<file path="src/rtl/sram_arbiter_pkg.sv">
// -----------------------------------------------------------------------------
// sram_arbiter_pkg
// Purpose : Definitions shared by the SRAM arbiter and its winner-select block:
//           the FSM state encoding, the owner encoding and the default address
//           width.
// Contents: state_t     - IDLE / ADDR / DATA transaction phases
//           OWN_INST    - owner code for the instruction-fetch port
//           OWN_DATA    - owner code for the load/store port
//           AW_DEFAULT  - default address width
// -----------------------------------------------------------------------------
package sram_arbiter_pkg;

  typedef enum logic [1:0] {
    ST_IDLE = 2'd0,
    ST_ADDR = 2'd1,
    ST_DATA = 2'd2
  } state_t;

  localparam logic OWN_INST = 1'b0;
  localparam logic OWN_DATA = 1'b1;

  localparam int AW_DEFAULT = 32;

endpackage

</file>
<file path="src/rtl/sram_arbiter_pick.sv">
// -----------------------------------------------------------------------------
// sram_arb_pick
// Purpose : Combinational winner select between the fetch and load/store
//           requesters.
// Config  : SRAM_ARB_RR_EN defined   -> round-robin on simultaneous requests
//                                       (winner is the side not granted last).
//           SRAM_ARB_RR_EN undefined -> fixed priority, data beats inst.
// Ports   : i_inst_req    - fetch request
//           i_data_req    - load/store request
//           i_last_grant  - owner of the previous grant (round-robin build only)
//           o_grant_vld   - at least one requester is asking
//           o_grant_owner - winning owner (OWN_INST / OWN_DATA)
// -----------------------------------------------------------------------------
module sram_arb_pick
  import sram_arbiter_pkg::*;
(
  input  logic i_inst_req,
  input  logic i_data_req,
`ifdef SRAM_ARB_RR_EN
  input  logic i_last_grant,
`endif
  output logic o_grant_vld,
  output logic o_grant_owner
);

  always_comb begin
    o_grant_vld   = i_inst_req | i_data_req;
    o_grant_owner = OWN_INST;
`ifdef SRAM_ARB_RR_EN
    if (i_inst_req && i_data_req) begin
      o_grant_owner = (i_last_grant == OWN_DATA) ? OWN_INST : OWN_DATA;
    end else if (i_data_req) begin
      o_grant_owner = OWN_DATA;
    end
`else
    if (i_data_req) begin
      o_grant_owner = OWN_DATA;
    end
`endif
  end

endmodule

</file>
<file path="src/rtl/sram_arbiter.sv">
// -----------------------------------------------------------------------------
// sram_arbiter
// Purpose : Shares one SRAM-like port between an instruction-fetch requester
//           and a load/store requester. At most one transaction is outstanding;
//           each transaction walks IDLE -> ADDR -> DATA -> IDLE.
// Config  : SRAM_ARB_RR_EN - when defined, simultaneous requests are resolved
//           round-robin using a last-grant register; otherwise data has fixed
//           priority over inst and no last-grant register exists.
// Ports   : clk, resetn (async, active-low)
//           inst_req/inst_addr           -> inst_addr_ok/inst_data_ok/inst_rdata
//           data_req/data_wstrb/data_addr/data_wdata
//                                        -> data_addr_ok/data_data_ok/data_rdata
//           mem_req/mem_wstrb/mem_addr/mem_wdata <- mem_addr_ok/mem_data_ok/mem_rdata
// -----------------------------------------------------------------------------
module sram_arbiter
  import sram_arbiter_pkg::*;
#(
  parameter int AW = AW_DEFAULT
) (
  input  logic          clk,
  input  logic          resetn,
  input  logic          inst_req,
  input  logic [AW-1:0] inst_addr,
  output logic          inst_addr_ok,
  output logic          inst_data_ok,
  output logic [31:0]   inst_rdata,
  input  logic          data_req,
  input  logic [3:0]    data_wstrb,
  input  logic [AW-1:0] data_addr,
  input  logic [31:0]   data_wdata,
  output logic          data_addr_ok,
  output logic          data_data_ok,
  output logic [31:0]   data_rdata,
  output logic          mem_req,
  output logic [3:0]    mem_wstrb,
  output logic [AW-1:0] mem_addr,
  output logic [31:0]   mem_wdata,
  input  logic          mem_addr_ok,
  input  logic          mem_data_ok,
  input  logic [31:0]   mem_rdata
);

  state_t        r_state;
  state_t        w_next_state;
  logic          r_owner;
  logic [AW-1:0] r_addr;
  logic [3:0]    r_wstrb;
  logic [31:0]   r_wdata;

  logic          w_grant_vld;
  logic          w_grant_owner;
  logic          w_grant;

`ifdef SRAM_ARB_RR_EN
  logic          r_last_grant;
`endif

  sram_arb_pick u_pick (
    .i_inst_req    (inst_req),
    .i_data_req    (data_req),
`ifdef SRAM_ARB_RR_EN
    .i_last_grant  (r_last_grant),
`endif
    .o_grant_vld   (w_grant_vld),
    .o_grant_owner (w_grant_owner)
  );

  // Read data is a straight pass-through; only the owner's data_ok qualifies it.
  assign inst_rdata = mem_rdata;
  assign data_rdata = mem_rdata;
  assign mem_wstrb  = r_wstrb;
  assign mem_addr   = r_addr;
  assign mem_wdata  = r_wdata;

  // Handshake outputs are also gated by resetn so they drop the moment reset
  // asserts, without waiting for the state register to settle.
  always_comb begin
    w_next_state = r_state;
    w_grant      = 1'b0;
    mem_req      = 1'b0;
    inst_addr_ok = 1'b0;
    data_addr_ok = 1'b0;
    inst_data_ok = 1'b0;
    data_data_ok = 1'b0;
    case (r_state)
      ST_IDLE: begin
        if (resetn && w_grant_vld) begin
          w_grant      = 1'b1;
          inst_addr_ok = (w_grant_owner == OWN_INST);
          data_addr_ok = (w_grant_owner == OWN_DATA);
          w_next_state = ST_ADDR;
        end
      end
      ST_ADDR: begin
        mem_req = resetn;
        if (mem_addr_ok) begin
          w_next_state = ST_DATA;
        end
      end
      ST_DATA: begin
        if (resetn && mem_data_ok) begin
          inst_data_ok = (r_owner == OWN_INST);
          data_data_ok = (r_owner == OWN_DATA);
          w_next_state = ST_IDLE;
        end
      end
      default: w_next_state = ST_IDLE;
    endcase
  end

  // State and latched request fields
  always_ff @(posedge clk or negedge resetn) begin
    if (!resetn) begin
      r_state <= ST_IDLE;
      r_owner <= OWN_INST;
      r_addr  <= '0;
      r_wstrb <= '0;
      r_wdata <= '0;
    end else begin
      r_state <= w_next_state;
      if (w_grant) begin
        r_owner <= w_grant_owner;
        if (w_grant_owner == OWN_DATA) begin
          r_addr  <= data_addr;
          r_wstrb <= data_wstrb;
          r_wdata <= data_wdata;
        end else begin
          r_addr  <= inst_addr;
          r_wstrb <= 4'b0000;
          r_wdata <= 32'h0000_0000;
        end
      end
    end
  end

`ifdef SRAM_ARB_RR_EN
  // Last-grant history for round-robin
  always_ff @(posedge clk or negedge resetn) begin
    if (!resetn) begin
      r_last_grant <= OWN_INST;
    end else if (w_grant) begin
      r_last_grant <= w_grant_owner;
    end
  end
`endif

endmodule

</file>
<file path="config.mk">
export PLATFORM = sky130hd
export DESIGN_NAME = sram_arbiter
export DESIGN_NICKNAME = d
export VERILOG_FILES = /design/src/rtl/sram_arbiter_pkg.sv /design/src/rtl/sram_arbiter_pick.sv /design/src/rtl/sram_arbiter.sv
export SDC_FILE = /design/constraint.sdc
export NUM_CORES = 1
export LEC_CHECK = 0
export CORE_MARGIN = 2
export CORE_UTILIZATION = 25
export DETAILED_ROUTE_END_ITERATION = 7
export SETUP_SLACK_MARGIN = 0.4
export SYNTH_ARGS = -nofsm -noshare
export SYNTH_HDL_FRONTEND = slang
export SYNTH_HIERARCHICAL = 1
export SYNTH_SLANG_ARGS = --single-unit
</file>
<file path="constraint.sdc">
create_clock -name clk -period 2 [get_ports clk]
set_input_delay 0.5 -clock clk [delete_from_list [all_inputs] [get_ports clk]]
set_output_delay 0.5 -clock clk [all_outputs]
set_load 0.02 [all_outputs]
</file>
==> results by group <==
Die
  – Io pins: 275
  – Die area: 17000 um2
  – # rows: 46
  – Starting Density: 25.3%
  – Die width: 130 um
  – Chip height: 130 um
  – Core area: 15700 um2

Clock network
  – # clock sinks: 71
  – Clk buf depth: 2
  – Clock Latency Late Sink: 330 ps
  – Post-CTS Hold Buffers: 0
  – CTS tree: done
  – Clk root buf: clkbuf_16
  – TritonCTS Buffers: 9
  – H-tree lvl count: 3
  – Clock Pin Slew Worst Setup and Hold Paths: 60 ps

Drt
  – TritonRoute pass-1 iters: 4
  – Final WL: 9710 um
  – Initial DRC count: 25
  – Vias: 2658
  – Routed vias/inst: 3.90
  – WL/cell: 14.2 um
  – Post-DRT Antenna Nets: 0
  – DR DRC count: 0

Finish
  – Fin util: 37.0%
  – Layout Nets: 599
  – Design area: 5810 um2
  – Commonest non-fill, non-tap cell in the layout: clkdlybuf4s50_1
  – Most frequent cells in the layout: clkdlybuf4s50_1 (101), dfrtp_1 (71), dlygate4sd2_1 (67)
  – Fin cells: 682
  – N_diodes: 0
  – Layout cells sized above 1: 23.6%
  – P&R area growth vs syn: 45.9%

Run
  – Max cap viols: 0

Setup path
  – Reg-to-reg startpoint: r_state[1]
  – Crit path DAT: 1370 ps
  – Register-to-register setup slack: 300 ps
  – Worst Reg2Reg Path Length in Cells: 3
  – Critical path peak fanout: 4
  – Critical Path Start Type: flip-flop
  – Worst R2R End: mem_addr[7]
  – Critical setup path kind: reg2out
  – Critical Path RT: 1500 ps
  – Worst setup EP type: primary output

Global routing
  – Tot GR Track Use: 11.2%
  – Initial antenna violation count: 0
  – Pin count of the biggest net entering global routing: 45
  – Total grt overflow: 0
  – Global-route wire length before repair: 14400 um
  – Vias in the first global route: 2843

Timing
  – Setup Viol. Count Final: 0
  – Final Slew Violations: 0
  – Hold_ws: 191 ps
  – Final period util: 93.6%
  – Final WS setup: 129 ps
  – Final setup TNS: 0 ps
  – Fmax: 534 MHz
  – Post-layout minimum cycle time: 1870 ps
  – Worst Clk Skew: 8.83 ps
  – Slew headroom: 69.0%
  – Least-Margin Pin Slew: 465 ps
  – Endpoints failing hold: 0
  – RSZ-0062 raised after global routing: yes

Logic synthesis
  – Synth Flop Type: dfrtp_1
  – Synthesized area per cell: 11.8 um2
  – Async SR Flop Fraction: 100%
  – Synthesized net count: 476
  – Post-synth EDFFs: 0
  – Synth Register Bits: 71
  – Post-synthesis sequential area ratio: 44.6%
  – Cell variety after synth: 18
  – Synth warn: 6
  – Post-Syn Instances: 338
  – Post-synth design cell area: 3980 um2

Placement
  – Placed Area: 5510 um2
  – Post-DP HPWL: 7200 um
  – GPL Wtd Cong: 0.690
  – Port Buf Inserts: 178
  – DP Worst Slack: -590 ps
  – DP Cell Count: 663

Power
  – PwrDens: 1300 nW/um2
  – PnR Total Power: 7.53 mW
  – Peak VDD IR: 0.656 mV
  – P_leak: 2.69 nW

Worst hold path
  – Worst hold path type: in2async

Outcome
  – Status: completed
==> logic make-up (layout without fill, tap and decap cells) <==
| kind of cell | Yosys count | after routing | share of synthesized area, % |
|---|---|---|---|
| and+or+nand+nor | 46 | 46 | 5.15 |
| DFF | 71 | 71 | 44.6 |
| muxes | 101 | 101 | 30.4 |
| buffers and inverters | 118 | 246 | 19.5 |
| AOI/OAI and AO/OA | 2 | 2 | 0.409 |
==> how the worst max path moves through the flow <==
| stage | startpoint | to | depth (start not counted) |
|---|---|---|---|
| 6_report | r_state[1] | inst_addr_ok | 3 |
| 5_1_grt | r_state[1] | inst_addr_ok | 3 |
| 4_1_cts | r_state[1] | inst_addr_ok | 3 |
| 3_5_place_dp | inst_req | inst_addr_ok | 5 |
| 3_3_place_gp | inst_req | inst_addr_ok | 5 |
| 2_1_floorplan | data_req | data_addr_ok | 5 |
==> area by class of cell <==
cell class	instances	area [um2]
inverters	37	139
multi-input cells	149	1450
clock inverters	6	60.1
well taps	216	270
repair buffers	193	1870
fillers	1591	9910
clock buffers	10	239
flip-flops and latches	71	1780
==> report_power, final <==
| part | leakage, nW | internal (mW) | switching (mW) |
|---|---|---|---|
| registers | 0.877 | 2.11 | 0.365 |
| clock network | 0.144 | 0.992 | 0.599 |
| logic | 1.67 | 1.75 | 1.72 |
==> repair_timing <==
item,in CTS,in global routing
buffers inserted,1,0
pin swaps,5,2
gates resized for setup,109,3
cloned,1,1
endpoints found under the setup margin,143,41
==> worst max-delay path, cell delays in order, from the launching register on <==
cell,delay [ps]
dfrtp_1,400
and4bb_4,360
nor2b_4,150
buf_6,130
==> cells in the mapped netlist, types with 2 or more instances <==
| cell type | instances | area share, % |
|---|---|---|
| nor2b_1 | 3 | 0.47 |
| mux2_2 | 34 | 9.6 |
| mux2_4 | 31 | 12 |
| inv_1 | 37 | 3.5 |
| buf_4 | 70 | 13 |
| buf_6 | 9 | 2.5 |
| and2_1 | 2 | 0.31 |
| mux2i_1 | 36 | 9.1 |
| nand2_1 | 37 | 3.5 |
| dfrtp_1 | 71 | 45 |
==> flip-flops by register name, summed over array words and instances (netlist names) <==
name and flops:
r_owner 1, r_state 2, mem_wstrb 4, mem_wdata 32
mem_addr 32
==> metal layers <==
metal	track usage (%)	part of all wire (%)	vias to the layer above
li1	-	-	1263
met5	0	0	-
met1	12.2	39	1232
met3	4.02	10	18
met4	5.19	1.8	0
met2	19.3	49	145
No activity file was read; power rests on OpenSTA's default activity.
